==> config.mk <==
export PLATFORM = sky130hd
export DESIGN_NAME = clk_en_monitor_flat
export DESIGN_NICKNAME = d
export VERILOG_FILES = /design/src/rtl/clk_en_monitor_if.sv /design/src/rtl/clk_en_monitor.sv /design/src/flat_wrapper.sv
export SDC_FILE = /design/constraint.sdc
export NUM_CORES = 1
export LEC_CHECK = 0
export CAP_MARGIN = 20
export CELL_PAD_IN_SITES_DETAIL_PLACEMENT = 2
export CELL_PAD_IN_SITES_GLOBAL_PLACEMENT = 2
export CORE_MARGIN = 2
export CORE_UTILIZATION = 37
export CTS_BUF_LIST = sky130_fd_sc_hd__clkbuf_8
export DETAILED_ROUTE_END_ITERATION = 10
export PLACE_DENSITY_LB_ADDON = 0.1
export SLEW_MARGIN = 20
export SYNTH_ARGS = -nofsm -noshare
export SYNTH_HDL_FRONTEND = slang
export SYNTH_SLANG_ARGS = --single-unit
==> constraint.sdc <==
create_clock -name clk -period 2.7 [get_ports clk]
set_clock_uncertainty 0.15 [all_clocks]
set_input_delay 0.54 -clock clk [delete_from_list [all_inputs] [get_ports clk]]
set_output_delay 0.54 -clock clk [all_outputs]
set_load 0.02 [all_outputs]
==> src/rtl/clk_en_monitor_if.sv <==
// Strobe/status bundle between the strobe generator side (master) and the
// clk_en_monitor checker (slave).
interface clk_en_monitor_if #(
  parameter int ERR_W = 8,
  parameter int IDX_W = 2
);
  logic             sam_clk_en;
  logic             sym_clk_en;
  logic             sys_clk2_en;
  logic             locked;
  logic [IDX_W-1:0] sam_idx;
  logic             sam_err;
  logic             sym_err;
  logic             coin_err;
  logic             clk2_err;
  logic [ERR_W-1:0] err_count;

  modport master (
    output sam_clk_en, sym_clk_en, sys_clk2_en,
    input  locked, sam_idx, sam_err, sym_err, coin_err, clk2_err, err_count
  );

  modport slave (
    input  sam_clk_en, sym_clk_en, sys_clk2_en,
    output locked, sam_idx, sam_err, sym_err, coin_err, clk2_err, err_count
  );
endinterface

==> src/rtl/clk_en_monitor.sv <==
// clk_en_monitor: receive-side checker for the sam/sym/clk2 strobe set.
// Measures sam strobe spacing, sam/sym coincidence and samples per symbol,
// recovers the sample index, and declares lock after LOCK_SYMS clean symbols.
// Every violation is a registered one-cycle pulse plus a saturating count.
// Optional feature macro: CLK2_CHECK_EN (toggle check of sys_clk2_en).
//
//  state      | meaning
//  -----------+----------------------------------------------------------
//  ST_SEARCH  | idle, waiting for a sym strobe; error reporting suppressed
//  ST_ACQUIRE | checks armed, counting clean symbols toward lock
//  ST_LOCKED  | stream clean; any error drops back to ST_SEARCH
module clk_en_monitor #(
  parameter int SAM_PERIOD = 4,
  parameter int SPS        = 4,
  parameter int LOCK_SYMS  = 2,
  parameter int GAP_W      = 5,
  parameter int ERR_W      = 8
) (
  input logic              clk,
  input logic              reset,
  clk_en_monitor_if.slave  bus
);

  localparam int IDX_W  = (SPS > 1) ? $clog2(SPS) : 1;
  // sam_cnt must be able to exceed SPS so an over-long symbol is caught
  localparam int CNT_W  = $clog2(SPS + 2);
  localparam int GOOD_W = $clog2(LOCK_SYMS + 1);

  typedef enum logic [1:0] {
    ST_SEARCH,
    ST_ACQUIRE,
    ST_LOCKED
  } state_t;

  state_t             state_q, state_d;
  logic [GAP_W-1:0]   gap_q, gap_d;
  logic [CNT_W-1:0]   sam_cnt_q, sam_cnt_d;
  logic [IDX_W-1:0]   idx_q, idx_d;
  logic [GOOD_W-1:0]  good_q, good_d;
  logic [ERR_W-1:0]   err_count_q, err_count_d;
  logic               locked_q;
  logic [IDX_W-1:0]   sam_idx_q;
  logic               sam_err_q, sym_err_q, coin_err_q, clk2_err_q;
  logic               sam_err_d, sym_err_d, coin_err_d, clk2_err_d;
  logic               armed, early, miss, any_err;

`ifdef CLK2_CHECK_EN
  logic               clk2_prev_q;
`else
  logic               unused_clk2;
  assign unused_clk2 = bus.sys_clk2_en;
`endif

  // Error detection and next-state decode for counters and FSM
  always_comb begin
    armed = (state_q != ST_SEARCH);
    early = bus.sam_clk_en && (gap_q < GAP_W'(SAM_PERIOD));
    // gap passes SAM_PERIOD only once, so a miss is reported once and the
    // late strobe that follows (gap > SAM_PERIOD) is not flagged
    miss  = !bus.sam_clk_en && (gap_q == GAP_W'(SAM_PERIOD));

    sam_err_d  = armed && (early || miss);
    sym_err_d  = armed && bus.sym_clk_en && (sam_cnt_q != CNT_W'(SPS));
    coin_err_d = armed && bus.sym_clk_en && !bus.sam_clk_en;
`ifdef CLK2_CHECK_EN
    clk2_err_d = armed && (bus.sys_clk2_en == clk2_prev_q);
`else
    clk2_err_d = 1'b0;
`endif
    any_err = sam_err_d || sym_err_d || coin_err_d || clk2_err_d;

    gap_d = gap_q;
    if (bus.sam_clk_en) begin
      gap_d = GAP_W'(1);
    end else if (gap_q != {GAP_W{1'b1}}) begin
      gap_d = gap_q + GAP_W'(1);
    end

    sam_cnt_d = sam_cnt_q;
    idx_d     = idx_q;
    if (bus.sym_clk_en) begin
      sam_cnt_d = CNT_W'(1);
      idx_d     = '0;
    end else if (bus.sam_clk_en) begin
      if (sam_cnt_q != {CNT_W{1'b1}}) begin
        sam_cnt_d = sam_cnt_q + CNT_W'(1);
      end
      idx_d = (idx_q == IDX_W'(SPS - 1)) ? '0 : idx_q + IDX_W'(1);
    end

    state_d = state_q;
    good_d  = good_q;
    case (state_q)
      ST_SEARCH: begin
        if (bus.sym_clk_en) begin
          state_d = ST_ACQUIRE;
          good_d  = '0;
        end
      end
      ST_ACQUIRE: begin
        if (any_err) begin
          state_d = ST_SEARCH;
        end else if (bus.sym_clk_en) begin
          good_d = good_q + GOOD_W'(1);
          if (good_q == GOOD_W'(LOCK_SYMS - 1)) begin
            state_d = ST_LOCKED;
          end
        end
      end
      ST_LOCKED: begin
        if (any_err) begin
          state_d = ST_SEARCH;
        end
      end
      default: state_d = ST_SEARCH;
    endcase

    err_count_d = err_count_q;
    if (any_err && (err_count_q != {ERR_W{1'b1}})) begin
      err_count_d = err_count_q + ERR_W'(1);
    end
  end

  // State, counters and registered status outputs
  always_ff @(posedge clk) begin
    if (reset) begin
      state_q     <= ST_SEARCH;
      gap_q       <= '0;
      sam_cnt_q   <= '0;
      idx_q       <= '0;
      good_q      <= '0;
      err_count_q <= '0;
      locked_q    <= 1'b0;
      sam_idx_q   <= '0;
      sam_err_q   <= 1'b0;
      sym_err_q   <= 1'b0;
      coin_err_q  <= 1'b0;
      clk2_err_q  <= 1'b0;
`ifdef CLK2_CHECK_EN
      clk2_prev_q <= 1'b0;
`endif
    end else begin
      state_q     <= state_d;
      gap_q       <= gap_d;
      sam_cnt_q   <= sam_cnt_d;
      idx_q       <= idx_d;
      good_q      <= good_d;
      err_count_q <= err_count_d;
      locked_q    <= (state_d == ST_LOCKED);
      sam_idx_q   <= (state_d == ST_LOCKED) ? idx_d : '0;
      sam_err_q   <= sam_err_d;
      sym_err_q   <= sym_err_d;
      coin_err_q  <= coin_err_d;
      clk2_err_q  <= clk2_err_d;
`ifdef CLK2_CHECK_EN
      clk2_prev_q <= bus.sys_clk2_en;
`endif
    end
  end

  assign bus.locked    = locked_q;
  assign bus.sam_idx   = sam_idx_q;
  assign bus.sam_err   = sam_err_q;
  assign bus.sym_err   = sym_err_q;
  assign bus.coin_err  = coin_err_q;
  assign bus.clk2_err  = clk2_err_q;
  assign bus.err_count = err_count_q;

endmodule
==> src/flat_wrapper.sv <==
// flat-port wrapper written by rule: the top's interface ports become plain ports
module clk_en_monitor_flat 
#(
  parameter int SAM_PERIOD = 4,
  parameter int SPS        = 4,
  parameter int LOCK_SYMS  = 2,
  parameter int GAP_W      = 5,
  parameter int ERR_W      = 8
)
  (clk, reset, bus_sam_clk_en, bus_sym_clk_en, bus_sys_clk2_en, bus_locked, bus_sam_idx, bus_sam_err, bus_sym_err, bus_coin_err, bus_clk2_err, bus_err_count);
  clk_en_monitor_if #(.ERR_W(ERR_W)) bus_i ();
  input logic clk;
  input logic reset;
  input wire logic [$bits(bus_i.sam_clk_en)-1:0] bus_sam_clk_en;
  input wire logic [$bits(bus_i.sym_clk_en)-1:0] bus_sym_clk_en;
  input wire logic [$bits(bus_i.sys_clk2_en)-1:0] bus_sys_clk2_en;
  output wire logic [$bits(bus_i.locked)-1:0] bus_locked;
  output wire logic [$bits(bus_i.sam_idx)-1:0] bus_sam_idx;
  output wire logic [$bits(bus_i.sam_err)-1:0] bus_sam_err;
  output wire logic [$bits(bus_i.sym_err)-1:0] bus_sym_err;
  output wire logic [$bits(bus_i.coin_err)-1:0] bus_coin_err;
  output wire logic [$bits(bus_i.clk2_err)-1:0] bus_clk2_err;
  output wire logic [$bits(bus_i.err_count)-1:0] bus_err_count;
  assign bus_i.sam_clk_en = bus_sam_clk_en;
  assign bus_i.sym_clk_en = bus_sym_clk_en;
  assign bus_i.sys_clk2_en = bus_sys_clk2_en;
  assign bus_locked = bus_i.locked;
  assign bus_sam_idx = bus_i.sam_idx;
  assign bus_sam_err = bus_i.sam_err;
  assign bus_sym_err = bus_i.sym_err;
  assign bus_coin_err = bus_i.coin_err;
  assign bus_clk2_err = bus_i.clk2_err;
  assign bus_err_count = bus_i.err_count;
  clk_en_monitor #(.SAM_PERIOD(SAM_PERIOD), .SPS(SPS), .LOCK_SYMS(LOCK_SYMS), .GAP_W(GAP_W), .ERR_W(ERR_W)) u_core (.clk(clk), .reset(reset), .bus(bus_i));
endmodule
* Word level (Yosys, flattened, before mapping) *
Index checks and enable logic that the tools add are counted.

word-level totals
  register bits after elaboration = 28
  bits of input ports = 5
  output and inout port bits = 15
  logic and storage cells = 74

operators by class
  add/subtract/negate cells = 5
  $lt $le $gt $ge = 1
  eq/ne operators = 13
  multiplexer cells = 18
  bitwise logic cells = 1
  reduce and logical (&&, ||, !) cells = 23

operators with widths
  cell                 count
  $mux 2               11
  $reduce_bool 2->1    5
  $add 8x1->8 const B  1
  $ne 8x8->1 const B   1
  $logic_and 1x1->1    7
  $eq 2x2->1 const B   3
  $ne 2x2->1 const B   3
  $ne 3x3->1 const B   2
  $pmux 2 s3           1
  $reduce_or 2->1      3
  $add 5x1->5 const B  1
  $eq 5x3->1 const B   1
  $lt 5x3->1 const B   1
  $mux 1               5
  $ne 5x5->1 const B   1
  $add 2x1->2 const B  2
  $eq 2x1->1 const B   2
  $pmux 2 s2           1
  $reduce_and 2->1     2
  $reduce_and 4->1     1
  $add 3x1->3 const B  1
  $logic_or 1x1->1     3
  $logic_not 2->1      1
  $logic_not 1->1      1
  $not 1->1            1

* Logic depth before layout (Yosys ltp) *
Gate-level depths: netlist of run 1.

  depth in word-level cells = 11
  gate-level depth with buffers = 7
  gate-level depth less buffers = 7

* Least setup slack after synthesis of run 1 *
No wires, ideal clock.

  path type = register to register
  from = register u_core.gap_q[0]
  to = register u_core.good_q[0]
  setup time = 0.071 ns
  arrival = 1.586 ns
  data required time = 2.479 ns
  slack = 0.893 ns
  cell stages (with the launch flop) = 8
  path buffers = 0
  clock period less this slack = 1.807 ns
  path through = dfxtp_1 > inv_1 > ha_1 > and3b_1 > o221ai_4 > nand2_4 > or3_1 > a21oi_1

on the way
  word-level cells in the longest chain between the ends = 8
  elaborated cells between the ends (all ways) = 10
  those cells by class = order compare: 1; eq/ne: 2; reduce/logical: 7

RTL lines
  what                                         RTL line                                    text
  start: declaration                           clk_en_monitor.sv:36                        logic [GAP_W-1:0] gap_q, gap_d;
  start signal: assignment                     clk_en_monitor.sv:144                       gap_q <= gap_d;
  $lt 5x3->1 or $eq 5x3->1 (tied branches)     clk_en_monitor.sv:57, clk_en_monitor.sv:60
  $logic_and 1x1->1, on equally long branches  clk_en_monitor.sv:57, clk_en_monitor.sv:60
  $logic_or 1x1->1 (*)                         clk_en_monitor.sv:62                        sam_err_d = armed && (early || miss);
  $logic_and 1x1->1 (*)                        clk_en_monitor.sv:62
  $logic_or 1x1->1 (*) (2 in series)           clk_en_monitor.sv:70                        any_err = sam_err_d || sym_err_d || coin_err_d || clk2_err_d;
  $ne 2x2->1 (no source line) (*)              n/a
  $reduce_and 4->1 (no source line) (*)        n/a
  end signal: assignment                       clk_en_monitor.sv:147                       good_q <= good_d;
  end: declaration                             clk_en_monitor.sv:39                        logic [GOOD_W-1:0] good_q, good_d;

Mark *: on every way between the ends. The rest lies on a longest branch, timed or not.
A chain may end at the register's enable or synchronous reset.

* Final worst setup path of run 1 *
  from = input port bus_sam_clk_en
  to = register u_core.good_q[0]

on the way
  word-level cells in the longest chain between the ends = 8
  elaborated cells between the ends (all ways) = 10
  those cells by class = eq/ne: 1; reduce/logical: 9

RTL lines
  what                                   RTL line                                    text
  start: declaration                     flat_wrapper.sv:14                          input wire logic [$bits(bus_i.sam_clk_en)-1:0] bus_sam_clk_en;
  $logic_not 1->1                        clk_en_monitor.sv:60, clk_en_monitor.sv:64
  $logic_and 1x1->1                      clk_en_monitor.sv:60                        miss = !bus.sam_clk_en && (gap_q == GAP_W'(SAM_PERIOD));
  $logic_or 1x1->1                       clk_en_monitor.sv:62
  $logic_and 1x1->1                      clk_en_monitor.sv:62
  $logic_or 1x1->1                       clk_en_monitor.sv:70
  $logic_or 1x1->1 (*)                   clk_en_monitor.sv:70
  $ne 2x2->1 (no source line) (*)        n/a
  $reduce_and 4->1 (no source line) (*)  n/a

Marks and branches as above.

==> out/metrics.csv, run 1 <==
stage,metric,value,unit
clock_tree,TritonCTS Sinks,28,
grt,Congestion Overflow GR,0,
timing,"Slew Viols, Final",0,
clock_tree,clk_lat worst skew,280,ps
grt,initial antenna violation count,0,
setup_path,Worst Path Arrival,2180,ps
floorplanning,Placement Rows,21,
setup_path,critical-path maximum fanout,9,
floorplanning,DIE HEIGHT,63.9,µm
min_path,worst hold path stage count,2,
place,placed cells,201,
synth,"Top FF cell, synth",dfxtp_1,
outcome,status,"complete, no violations",
timing,Hold Fails Final Rpt,0,
synth,"top cells by area, synth","dfxtp_1 (42%), ha_1 (8.5%), xnor2_1 (5.3%)",
clock_tree,"Setup Fix Bufs, Post-CTS",0,
timing,Rel. slew slack,65.7,%
place,Placed Area,0.00155,mm²
setup_path,CP cell instances,clkdlybuf4s50_1 -> and3b_1 -> o221ai_4 -> nand2_4 -> or3_1 -> a21oi_1,
synth,Adder-Cell Fraction of Synth Area,8.49,%
grt,largest net degree at the start of global routing,16,
setup_path,r2r setup slk,700,ps
clock_tree,"Reg clk slew, reported paths",90,ps
synth,synthesized area per cell,9.41,µm²
timing,Slew @ Worst Pin,513,ps
floorplanning,IO Count,20,
place,dpl hpwl,2320,µm
setup_path,max incr delay on CP,490,ps
drt,antenna-violating nets left,0,
setup_path,Top Family by Delay on Critical Path,simple AND/OR/NAND/NOR gates,
min_path,Worst Hold End,u_core.good_q[1],
power_and_ir_drop,VDD IR max,0.232,mV
cells_and_area,design area,0.00160,mm²
floorplanning,core box area,0.00339,mm²
clock_tree,Clock Tree Root,clkbuf_8,
cells_and_area,Layout area overhead,20.8,%
setup_path,cell depth of the worst flop-to-flop path,7,
synth,"Async S/R FF share, synth",0,%
timing,Final Critical Period,2120,ps
drt,wire per inst,15.1,µm
timing,Worst Slack Setup Final,577,ps
grt,first-pass GRT wire length,5700,µm
grt,vias in the first global route,1212,
power_and_ir_drop,pwr/cell area,498,mW/mm²
cells_and_area,final net count,174,
synth,top-count cell post-synth,dfxtp_1,
clock_tree,# hold bufs at CTS,0,
min_path,Hold Crit Class,register to register,
synth,complex-gate fraction of the synthesized area,12.8,%
cells_and_area,layout cells sized above 1,7.55,%
synth,main combinational cell family by area after synthesis,simple AND/OR/NAND/NOR gates,
setup_path,WP depth,6,
clock_tree,TritonCTS clock tree,done,
cells_and_area,fin cells,205,
floorplanning,Die Wd,63.9,µm
timing,endpoints failing setup,0,
drt,drt initial violations,22,
synth,Synth top area share,42.3,%
setup_path,reg2reg end,u_core.good_q[0],
clock_tree,Max H-tree Level,1,
setup_path,CP max-delay cell,clkdlybuf4s50_1,
synth,Ys Warns,0,
clock_tree,clock buffer depth,2,
clock_tree,Post-CTS Resized,0,
synth,Simple-Gate Fraction of Synth Area,21.5,%
synth,Post-Synthesis Cells,141,
floorplanning,Initial Util,39.1,%
timing,final period utilization,78.6,%
synth,Synth Register Bits,28,
setup_path,reg2reg start,u_core.gap_q[0],
flow_run,maximum capacitance violations,0,
place,GPL Wtd Cong,0.696,
timing,Post-Route Setup TNS,0,ps
power_and_ir_drop,Leak,0.000588,µW
clock_tree,CTS Buf Count,3,
synth,mux cell area share after synthesis,4.53,%
grt,Overall Global Routing Usage,17.7,%
synth,count of cell types in the netlist,34,
synth,Synth top cells by count,"dfxtp_1 (28), nor2_1 (15), a21oi_1 (9), ha_1 (9), nor3_1 (9)",
floorplanning,DIE AREA,0.00408,mm²
min_path,Hold Path Origin,u_core.good_q[1],
synth,Synth Area in XOR/XNOR,5.94,%
drt,Vias/cell,5.17,
timing,RSZ-0062 raised after global routing,no,
synth,mapped cell area,0.00133,mm²
setup_path,startpoint types,input port,
drt,final wirelength,3090,µm
setup_path,CP endpoint kind,register,
place,I/O Buffers,17,
drt,Vias,1060,
setup_path,critical path type,input port to register,
timing,fmax,471,MHz
drt,router iterations before antenna repair,2,
cells_and_area,Ant. Diodes,0,
synth,"EDFF count, synth",0,
setup_path,crit path buf inv count,1,
place,"worst slack, placed",282,ps
synth,syn nets,155,
synth,post-synthesis sequential area ratio,42.3,%
drt,DR DRC count,0,
setup_path,WP data required,2760,ps
synth,Yosys top cell by area,dfxtp_1,
==> metal layers <==
layer  part of all wire, %  track usage, %
met4                   2.2            8.97
met2                    54            31.8
met5                     0               0
met3                   1.9            2.11
met1                    42            20.4
==> layout by cell type (no fill, tap or decap), drive strengths merged, types with 3 or more instances in the layout <==
cell type,instances
dfxtp,28
nand2b,3
ha,9
a21oi,10
nand2,5
o21ai,3
clkbuf,4
nor2b,4
nor3,9
xnor2,8
clkdlybuf4s50,17
nor2,15
inv,7
buf,3
nand3,4
a211oi,4
mux2i,6
==> logic make-up (layout without fill, tap and decap cells) <==
kind of cell / after synthesis / after routing
xor gates and xnor gates: 9 / 9
and+or+nand+nor: 53 / 53
adders and majority gates: 9 / 9
DFF: 28 / 28
buffers and inverters: 13 / 31
AOI/OAI and AO/OA: 22 / 22
muxes: 6 / 6
other: 1 / 1
==> worst max path at each step <==
stage / slack, ps / end / startpoint
final: 580 / u_core.good_q[0] / bus_sam_clk_en
after global routing: 510 / u_core.good_q[1] / bus_sam_clk_en
after CTS: 580 / u_core.good_q[0] / bus_sam_clk_en
after detailed placement: 280 / u_core.good_q[0] / bus_sam_clk_en
after global placement: 320 / u_core.good_q[1] / bus_sam_clk_en
after floorplan: 890 / u_core.good_q[0] / u_core.gap_q[0]
==> flip-flops by register name, summed over array words and instances, names as in the netlist <==
name,flops
u_core.bus.err_count,8
u_core.bus.coin_err,1
u_core.good_q,2
u_core.sam_cnt_q,3
u_core.bus.sam_err,1
u_core.bus.sym_err,1
u_core.bus.locked,1
u_core.idx_q,2
u_core.state_q,2
u_core.gap_q,5
u_core.bus.sam_idx,2
==> stage by stage <==
step	total power, µW	util [%]	hold WS (ps)
final	798	47.3	312
after global routing	851	47.3	348
after CTS	815	47.3	320
after detailed placement	544	45.7	306
after global placement	537	45.7	291
after floorplan	511	-	286
==> layout make-up <==
class	count	area, µm²
clock buffer	4	55.1
multi-input combinational	100	711
inverter	7	26.3
sequential	28	561
timing repair buffer	20	193
tap	46	57.6
fill	361	1790
==> power breakdown <==
| part | switching [µW] | total (µW) | internal [µW] |
|---|---|---|---|
| Combinational | 52.6 | 95.1 | 42.4 |
| Sequential | 12.7 | 438 | 425 |
| Clock | 134 | 265 | 131 |
| Total | 200 | 798 | 598 |
==> worst reg2reg max path, delay by kind of cell, from the launching register on <==
kind | cells | cell delay, ps
flops | 1 | 400
simple gates | 3 | 680
compound gates | 2 | 450
fa+ha+maj | 1 | 190
buf+inv | 1 | 60
No activity file was read; power rests on OpenSTA's default activity.
==> inputs of run 2 (changes only) <==
--- a/config.mk
+++ b/config.mk
@@ -9,7 +9,7 @@
 export CELL_PAD_IN_SITES_DETAIL_PLACEMENT = 2
 export CELL_PAD_IN_SITES_GLOBAL_PLACEMENT = 2
 export CORE_MARGIN = 2
-export CORE_UTILIZATION = 37
+export CORE_UTILIZATION = 34
 export CTS_BUF_LIST = sky130_fd_sc_hd__clkbuf_8
 export DETAILED_ROUTE_END_ITERATION = 10
 export PLACE_DENSITY_LB_ADDON = 0.1
==> constraint.sdc (replaced) <==
create_clock -name clk -period 2.1 [get_ports clk]
set_clock_uncertainty 0.15 [all_clocks]
set_input_delay 0.42 -clock clk [delete_from_list [all_inputs] [get_ports clk]]
set_output_delay 0.42 -clock clk [all_outputs]
set_load 0.02 [all_outputs]
==> run 2 against run 1 <==
Final cell count up 2.9%. First-iteration DRC count grew 32%. Sequential share of layout area shrank 0.93 points. Setup slack got worse by 470 ps. Register-to-register slack worse by 550 ps. Critical endpoint unchanged. Sequential power rose by 29%.
==> out/metrics.csv, run 2 (synthesis results as in run 1) <==
stage,metric,value,unit,change
outcome,status,"complete, no violations",,
clock_tree,CTS Buf Count,3,,unchanged
power_and_ir_drop,VDD IR max,0.221,mV,-4.7%
cells_and_area,fin cells,211,,+2.9%
timing,fmax,501,MHz,
drt,DR DRC count,0,,unchanged
power_and_ir_drop,pwr/cell area,688,mW/mm²,+38%
setup_path,CP endpoint kind,register,,
setup_path,CP max-delay cell,clkdlybuf4s50_1,,
clock_tree,TritonCTS Sinks,28,,unchanged
setup_path,reg2reg start,u_core.gap_q[0],,
clock_tree,"Setup Fix Bufs, Post-CTS",0,,unchanged
cells_and_area,"commonest cells after routing, fill and taps aside","dfxtp_1 (26), clkdlybuf4s50_1 (17), nor2_1 (15)",,
clock_tree,Post-CTS Resized,0,,unchanged
min_path,Hold Path Origin,u_core.good_q[1],,
drt,Vias/cell,5.18,,+0.27%
cells_and_area,layout cells sized above 1,11.0,%,+3.5 points
setup_path,critical-path maximum fanout,7,,-2
min_path,Worst Hold End,u_core.good_q[1],,
floorplanning,Die Wd,66.5,µm,+4.0%
grt,first-pass GRT wire length,5630,µm,-1.2%
floorplanning,DIE HEIGHT,66.5,µm,+4.0%
setup_path,max incr delay on CP,520,ps,+30 ps
cells_and_area,design area,0.00165,mm²,+3.2%
clock_tree,# hold bufs at CTS,0,,unchanged
setup_path,critical path type,input port to register,,
drt,antenna-violating nets left,0,,unchanged
cells_and_area,Ant. Diodes,0,,unchanged
grt,initial antenna violation count,0,,unchanged
drt,final wirelength,3250,µm,+4.9%
cells_and_area,Layout area overhead,24.7,%,
floorplanning,Initial Util,35.7,%,-3.4 points
place,Placed Area,0.00158,mm²,+2.1%
timing,final period utilization,95.0,%,
setup_path,cell depth of the worst flop-to-flop path,7,,unchanged
timing,Post-Route Setup TNS,0,ps,unchanged
floorplanning,Placement Rows,22,,+4.8%
clock_tree,clk_lat worst skew,290,ps,about the same
setup_path,WP data required,2160,ps,-600 ps
floorplanning,core box area,0.00372,mm²,+9.6%
min_path,Hold Crit Class,register to register,,
place,dpl hpwl,2440,µm,+5.3%
power_and_ir_drop,Leak,0.000614,µW,+4.4%
floorplanning,DIE AREA,0.00442,mm²,+8.3%
cells_and_area,max FFs per register,8,,unchanged
setup_path,Worst Path Arrival,2050,ps,-130 ps
clock_tree,clock buffer depth,2,,unchanged
grt,largest net degree at the start of global routing,17,,+1
clock_tree,TritonCTS clock tree,done,,
clock_tree,"Reg clk slew, reported paths",100,ps,about the same
timing,"Slew Viols, Final",0,,unchanged
min_path,worst hold path stage count,2,,unchanged
timing,worst hold slack,317,ps,+5.13 ps
drt,drt initial violations,29,,+32%
setup_path,startpoint types,input port,,
timing,endpoints failing setup,0,,unchanged
place,I/O Buffers,17,,unchanged
grt,Overall Global Routing Usage,16.7,%,-0.91 points
drt,Vias,1094,,+3.2%
clock_tree,Clock Tree Root,clkbuf_8,,
flow_run,maximum capacitance violations,0,,unchanged
place,GPL Wtd Cong,0.666,,-4.3%
cells_and_area,"most common cell after layout, fill and taps aside",dfxtp_1,,
power_and_ir_drop,Design Power,1140,µW,+43%
floorplanning,IO Count,20,,unchanged
setup_path,CP cell instances,clkdlybuf4s50_1 -> and3b_1 -> o221ai_4 -> nand2_4 -> or3_1 -> a21oi_1,,
clock_tree,Max H-tree Level,1,,unchanged
timing,Hold Fails Final Rpt,0,,unchanged
setup_path,r2r setup slk,150,ps,-550 ps
timing,RSZ-0062 raised after global routing,no,,
grt,Congestion Overflow GR,0,,unchanged
place,placed cells,207,,+3.0%
drt,wire per inst,15.4,µm,+2.0%
cells_and_area,final net count,178,,+2.3%
setup_path,reg2reg end,u_core.good_q[0],,
grt,vias in the first global route,1253,,+3.4%
drt,router iterations before antenna repair,4,,+2
timing,Final Critical Period,1990,ps,
run 2: cell count changes in the layout (fill, tap and decap cells not counted):
| cell | previous run | this run |
|---|---|---|
| buf_4 | 3 | 7 |
| dfxtp_1 | 28 | 26 |
| clkbuf_8 | 4 | 3 |
| bufinv_16 | 0 | 1 |
| dfxtp_2 | 0 | 2 |
run 2: layer usage:
layer / track usage, % / wire length, µm / vias up
met5: 0 / 0 / -
met4: 5.61 / 54 / 0
met3: 2.70 / 95 / 7
met2: 32.8 / 1740 / 21
met1: 17.9 / 1360 / 532
li1: - / - / 534
run 2: worst max-delay path by stage:
stage | startpoint | slack (ps) | cells past startpoint | endpoint
2_1_floorplan | u_core.gap_q[0] | 290 | 7 | u_core.good_q[0]
3_3_place_gp | bus_sam_clk_en | -120 | 6 | u_core.good_q[1]
3_5_place_dp | bus_sam_clk_en | -170 | 6 | u_core.good_q[1]
4_1_cts | u_core.gap_q[0] | 50 | 7 | u_core.good_q[0]
5_1_grt | bus_sam_clk_en | 10 | 6 | u_core.good_q[0]
6_report | bus_sam_clk_en | 110 | 6 | u_core.good_q[0]
run 2: power breakdown:
group / total (µW) / internal [µW] / switching [µW]
sequential: 563 / 547 / 15.9
combinational: 134 / 61.7 / 72.3
clock: 441 / 256 / 185
total: 1140 / 865 / 273
run 2: layout make-up:
class | instances | area [µm²]
Fill cell | 406 | 2060
Inverter | 7 | 26.3
Timing Repair Buffer | 24 | 223
Multi-Input combinational cell | 100 | 711
Clock inverter | 1 | 30.0
Tap cell | 48 | 60.1
Sequential cell | 28 | 563
Clock buffer | 3 | 41.3
run 2: critical path: cells and delay by family:
| family | cells | cell delay, ps |
|---|---|---|
| and+or+nand+nor | 3 | 670 |
| buffers and inverters | 1 | 520 |
| AOI/OAI and AO/OA | 2 | 440 |
run 2: per-stage QoR:
stage / worst slack, ps / utilization, %
floorplan: 293 / -
global placement: -118 / 42.5
detailed placement: -172 / 42.5
CTS: 52.2 / 44.4
global route: 12.0 / 44.5
finish: 105 / 44.5
